<file path="src/rtl/if_prefetch.sv">
// Instruction prefetch queue: one outstanding fetch, DEPTH-entry queue to decode, redirects flush.
// Latency: response visible one cycle after im_rvalid (same cycle if IF_PREFETCH_BYPASS_EN); fetch stalls when queue full.
module if_prefetch #(
  parameter int unsigned DEPTH    = 4,
  parameter logic [31:0] RESET_PC = 32'h0000_0000
) (
  input  logic                     clk,
  input  logic                     rst,
  input  logic                     csrret,
  input  logic                     csrctrl,
  input  logic                     csrrst,
  input  logic [31:0]              ret_pc,
  input  logic [31:0]              isr_pc,
  input  logic [1:0]               BranchCtrl,
  input  logic [31:0]              pc_imm,
  input  logic [31:0]              pc_jr,
  output logic                     im_req,
  output logic [31:0]              im_addr,
  input  logic                     im_ready,
  input  logic                     im_rvalid,
  input  logic [31:0]              im_rdata,
  output logic                     id_valid,
  output logic [31:0]              id_pc,
  output logic [31:0]              id_instr,
  input  logic                     id_ready,
  output logic [$clog2(DEPTH):0]   q_count
);

  localparam int unsigned PW = $clog2(DEPTH);
  localparam int unsigned CW = PW + 1;

  typedef struct packed {
    logic [31:0] pc;
    logic [31:0] instr;
  } entry_t;

  typedef enum logic [1:0] {S_IDLE, S_WAIT, S_DROP} state_t;

  state_t        state_q, state_d;
  logic [31:0]   fetch_pc_q, fetch_pc_d;
  logic [31:0]   req_pc_q, req_pc_d;
  logic [PW-1:0] wptr_q, wptr_d;
  logic [PW-1:0] rptr_q, rptr_d;
  logic [CW-1:0] count_q, count_d;
  logic          live_q, live_d;
  entry_t        mem_q [DEPTH];

  logic          redirect;
  logic [31:0]   redir_tgt;
  logic          q_empty;
  logic          rsp_push;
  logic          bypass_hit;
  logic          q_push;
  logic          q_pop;
  entry_t        head;

  always_comb begin
    redirect = csrret | csrctrl | csrrst | (BranchCtrl == 2'b01) | (BranchCtrl == 2'b10);
    if (csrret)                    redir_tgt = ret_pc;
    else if (csrctrl)              redir_tgt = isr_pc;
    else if (csrrst)               redir_tgt = 32'h0000_0000;
    else if (BranchCtrl == 2'b01)  redir_tgt = pc_imm;
    else                           redir_tgt = pc_jr;
  end

  // live_q holds off fetching for the first cycle after reset so outputs stay quiet.
  always_comb begin
    q_empty  = (count_q == '0);
    im_req   = !rst && live_q && (state_q == S_IDLE) && !redirect && (count_q < CW'(DEPTH));
    im_addr  = fetch_pc_q;
    rsp_push = (state_q == S_WAIT) && im_rvalid && !redirect;

    bypass_hit = 1'b0;
`ifdef IF_PREFETCH_BYPASS_EN
    bypass_hit = q_empty && rsp_push;
`endif

    head     = mem_q[rptr_q];
    id_valid = !rst && (!q_empty || bypass_hit);
    id_pc    = '0;
    id_instr = '0;
    if (id_valid) begin
      if (bypass_hit) begin
        id_pc    = req_pc_q;
        id_instr = im_rdata;
      end else begin
        id_pc    = head.pc;
        id_instr = head.instr;
      end
    end

    q_pop   = !q_empty && id_ready;
    q_push  = rsp_push && !(bypass_hit && id_ready);
    q_count = count_q;
  end

  always_comb begin
    state_d    = state_q;
    fetch_pc_d = fetch_pc_q;
    req_pc_d   = req_pc_q;
    wptr_d     = wptr_q;
    rptr_d     = rptr_q;
    count_d    = count_q;
    live_d     = 1'b1;

    unique case (state_q)
      S_IDLE:  if (im_req && im_ready) state_d = S_WAIT;
      S_WAIT:  if (im_rvalid)          state_d = S_IDLE;
               else if (redirect)      state_d = S_DROP;
      S_DROP:  if (im_rvalid)          state_d = S_IDLE;
      default:                         state_d = S_IDLE;
    endcase

    if (im_req && im_ready) begin
      req_pc_d   = fetch_pc_q;
      fetch_pc_d = fetch_pc_q + 32'd4;
    end

    if (redirect) begin
      fetch_pc_d = redir_tgt;
      wptr_d     = '0;
      rptr_d     = '0;
      count_d    = '0;
    end else begin
      if (q_push) wptr_d = wptr_q + PW'(1);
      if (q_pop)  rptr_d = rptr_q + PW'(1);
      count_d = count_q + CW'(q_push) - CW'(q_pop);
    end
  end

  always_ff @(posedge clk) begin
    if (rst) begin
      state_q    <= S_IDLE;
      fetch_pc_q <= RESET_PC;
      req_pc_q   <= RESET_PC;
      wptr_q     <= '0;
      rptr_q     <= '0;
      count_q    <= '0;
      live_q     <= 1'b0;
    end else begin
      state_q    <= state_d;
      fetch_pc_q <= fetch_pc_d;
      req_pc_q   <= req_pc_d;
      wptr_q     <= wptr_d;
      rptr_q     <= rptr_d;
      count_q    <= count_d;
      live_q     <= live_d;
    end
  end

  // Storage needs no reset: the head is only presented while count_q is non-zero.
  always_ff @(posedge clk) begin
    if (!rst && q_push) begin
      mem_q[wptr_q] <= '{pc: req_pc_q, instr: im_rdata};
    end
  end

endmodule

</file>
<file path="config.mk">
export PLATFORM = sky130hd
export DESIGN_NAME = if_prefetch
export DESIGN_NICKNAME = d
export VERILOG_FILES = /design/src/rtl/if_prefetch.sv
export SDC_FILE = /design/constraint.sdc
export NUM_CORES = 1
export LEC_CHECK = 0
export CAP_MARGIN = 25
export CELL_PAD_IN_SITES_DETAIL_PLACEMENT = 1
export CELL_PAD_IN_SITES_GLOBAL_PLACEMENT = 2
export CORE_ASPECT_RATIO = 0.5
export CORE_MARGIN = 4
export CORE_UTILIZATION = 34
export CTS_BUF_LIST = sky130_fd_sc_hd__clkbuf_8
export CTS_CLUSTER_SIZE = 25
export DETAILED_ROUTE_END_ITERATION = 8
export GPL_TIMING_DRIVEN = 0
export PLACE_DENSITY_LB_ADDON = 0.1
export SLEW_MARGIN = 0
export SYNTH_ARGS = -nofsm -noshare
export SYNTH_HDL_FRONTEND = slang
export SYNTH_SLANG_ARGS = --single-unit
</file>
<file path="constraint.sdc">
create_clock -name clk -period 3.2 [get_ports clk]
set_input_delay 0.32 -clock clk [delete_from_list [all_inputs] [get_ports clk]]
set_output_delay 0.32 -clock clk [all_outputs]
set_load 0.03 [all_outputs]
</file>
==> flow_summary.json <==
{
  "period_needed_ps": 3010,
  "cpMaxStageDelayCell": "clkdlybuf4s50_1",
  "synthCells": 961,
  "die_w_um": 295,
  "grt_pass1_wl_um": 61400,
  "fillCellCount": 4151,
  "syn_to_final_growth_pct": 32.3,
  "postRouteAntennaNets": 0,
  "numPlacedInstances": 1772,
  "fin_crit_sh_pct": 93.9,
  "max_freq_mhz": 333,
  "slew_viol_final": 0,
  "start_util_pct": 34.5,
  "holdWs_ps": 261,
  "nets": 1460,
  "ys.flop_type": "edfxtp_1",
  "drc_errors": 0,
  "maxSlewHeadroom_pct": 46.8,
  "die_height_um": 151,
  "postRouteWirelength_um": 40600,
  "synth_seq_area_share_pct": 65.9,
  "placed_area_um2": 17400,
  "rsz0062_at_grt": "false",
  "irDropWorstVdd_mv": 0.221,
  "final_cell_area_um2": 18500,
  "ys_seq_elements": 332,
  "antenna_found_initial": 0,
  "grt_usage_pct": 18.2,
  "timing.critical_path.slowest_cell_delay_ps": 600,
  "place_congestion": 0.794,
  "min_path_type": "in -> reg",
  "startpoint_type": "flip-flop",
  "regArea_um2": 9220,
  "drt_first_pass_iters": 4,
  "synth_fp_nets": 1138,
  "power_density_nw_per_um2": 459,
  "yosysMostFrequentCell": "edfxtp_1",
  "synthArstFlopShare_pct": 0,
  "wire_per_inst_um": 21.8,
  "yosysTopAreaCellShare_pct": 55.0,
  "yosysWarningCount": 0,
  "yosys.area.top_type": "edfxtp_1",
  "overflow": 0,
  "multi_input_comb_area_um2": 4510,
  "critPathArrivalTime_ps": 2690,
  "coreArea_um2": 40500,
  "crit_path_end_kind": "output port",
  "cts_buffers": 51,
  "yosys.area_share.simple_pct": 10.7,
  "diodes": 0,
  "viasPerCell": 4.92,
  "grt_pass1_vias": 10200,
  "worstMarginPinSlew_ps": 795,
  "clk_pin_slew_worst_paths_ps": 60,
  "syn_avg_cell_area_um2": 14.5,
  "portBuffers": 267,
  "drive_gt1_share_pct": 13.6,
  "path_class": "reg -> out",
  "h-tree-depth": 2,
  "worstPathCellList": "buf_4 -> mux4_2 -> and2_1 -> clkdlybuf4s50_1",
  "final_hold_viol_count": 0,
  "synthTopCellsByArea": "edfxtp_1 55%, dfxtp_1 11%, mux4_2 10%",
  "total_leakage_power_nw": 6.43,
  "cts_tree": "built",
  "dpl.hpwl_um": 29500,
  "required_ps": 2880,
  "cts_buffer_depth": 3,
  "synthAdderAreaFrac_pct": 0.681,
  "synth_common_cells": "256 x edfxtp_1, 115 x nand2_1, 76 x dfxtp_1",
  "ys_types": 57,
  "rows": 52,
  "synth_top_family_by_area": "multiplexers",
  "drt-initial-drc-count": 465,
  "cts_root_buffer": "clkbuf_8",
  "synth_compound_area_share_pct": 6.46,
  "synth_edf_count": 256,
  "status": "finished clean",
  "clk_latency_ps": 590,
  "synth_xor_area_share_pct": 1.69,
  "grt_max_degree": 51,
  "vias": 9142,
  "final_cells": 1860,
  "clock_sinks": 332,
  "critPathMaxFanout": 10,
  "cts-hold-fix-buffers": 0,
  "maxCapViolCount": 0,
  "ioPinCount": 271,
  "synthesis.area_um2": 14000,
  "synthMuxAreaShare_pct": 12.5,
  "clock_skew_ps": 22.5,
  "setup_viol": 0,
  "die-area_um2": 44600
}
[cell families after synthesis]
kind of cell,after synthesis
XOR/XNOR,27
adder cells (fa/ha/maj),7
AND/OR/NAND/NOR,284
flip-flops,332
AO/OA/AOI/OAI,147
multiplexers,94
buffers and inverters,70
[through the flow]
stage / util [%] / power [mW] / TNS [ps] / setup WS (ps)
6_report: 45.7 / 8.47 / 0 / 194
3_3_place_gp: 42.8 / 5.42 / -560950 / -2220
4_1_cts: 45.4 / 8.61 / -622 / -58.7
3_5_place_dp: 43.1 / 5.43 / -7760 / -476
2_1_floorplan: - / 5.02 / 0 / 167
5_1_grt: 45.7 / 8.86 / 0 / 1.27
[cell usage in the layout (no fill, tap or decap), types with 24 or more instances in the layout]
cell type        count
mux4_2              64
clkdlybuf4s50_1    224
nand2_1            115
clkbuf_8            53
a21oi_1             51
mux2i_1             24
inv_1               35
and2_1              66
o21ai_0             33
edfxtp_1           256
dfxtp_1             73
dlymetal6s2s_1      41
clkbuf_1            31
[layout make-up]
class                           instances  area share (%)
Sequential cell                       332            49.9
Multi-Input combinational cell        559            24.4
Timing Repair Buffer                  271            15.6
Clock buffer                           53            3.95
Tap cell                              540            3.66
Buffer                                 58            1.49
Clock inverter                         37           0.853
Inverter                               10           0.203
[what timing repair did]
item	in CTS	in global routing
resized for setup	22	49
setup endpoints to repair	64	57
cloned	0	0
buffers inserted	0	0
hold endpoints to repair	0	0
[critical path: cells and delay by family, from the launching register on]
| kind | cells | cell delay, ps |
|---|---|---|
| and+or+nand+nor | 1 | 200 |
| DFF | 1 | 470 |
| muxes | 1 | 520 |
| buffers and inverters | 2 | 880 |
[registers in the layout, summed over array words and instances (netlist names), named ones only]
register	count
wptr_q	2
state_q	2
im_addr	32
live_q	1
mem_q	256
q_count	3
rptr_q	2
req_pc_q	32
[per-layer routing]
layer	track usage, %	share of wire (%)	vias up
met5	0	0	-
met4	4.59	1.5	0
met3	4.50	5.6	51
met2	31.9	50	243
met1	23.0	43	4516
li1	-	-	4332
[final timing paths]
path,slack (ps),cells past startpoint,end,startpoint
setup / recovery,190,4,id_pc[29],flip-flop
hold / removal,260,3,q_count[0],csrctrl
setup reg to reg,710,10,q_count[2],state_q[0]
hold reg to reg,510,0,mem_q[2][55],req_pc_q[23]
[power by group]
part | total, mW | leakage (nW) | internal (mW) | switching, mW
combinational | 0.618 | 3.20 | 0.325 | 0.293
clock | 3.14 | 0.547 | 1.53 | 1.61
sequential | 4.72 | 2.68 | 4.64 | 0.0759
total | 8.47 | 6.43 | 6.50 | 1.97
Power figures use the tool's default switching activity.
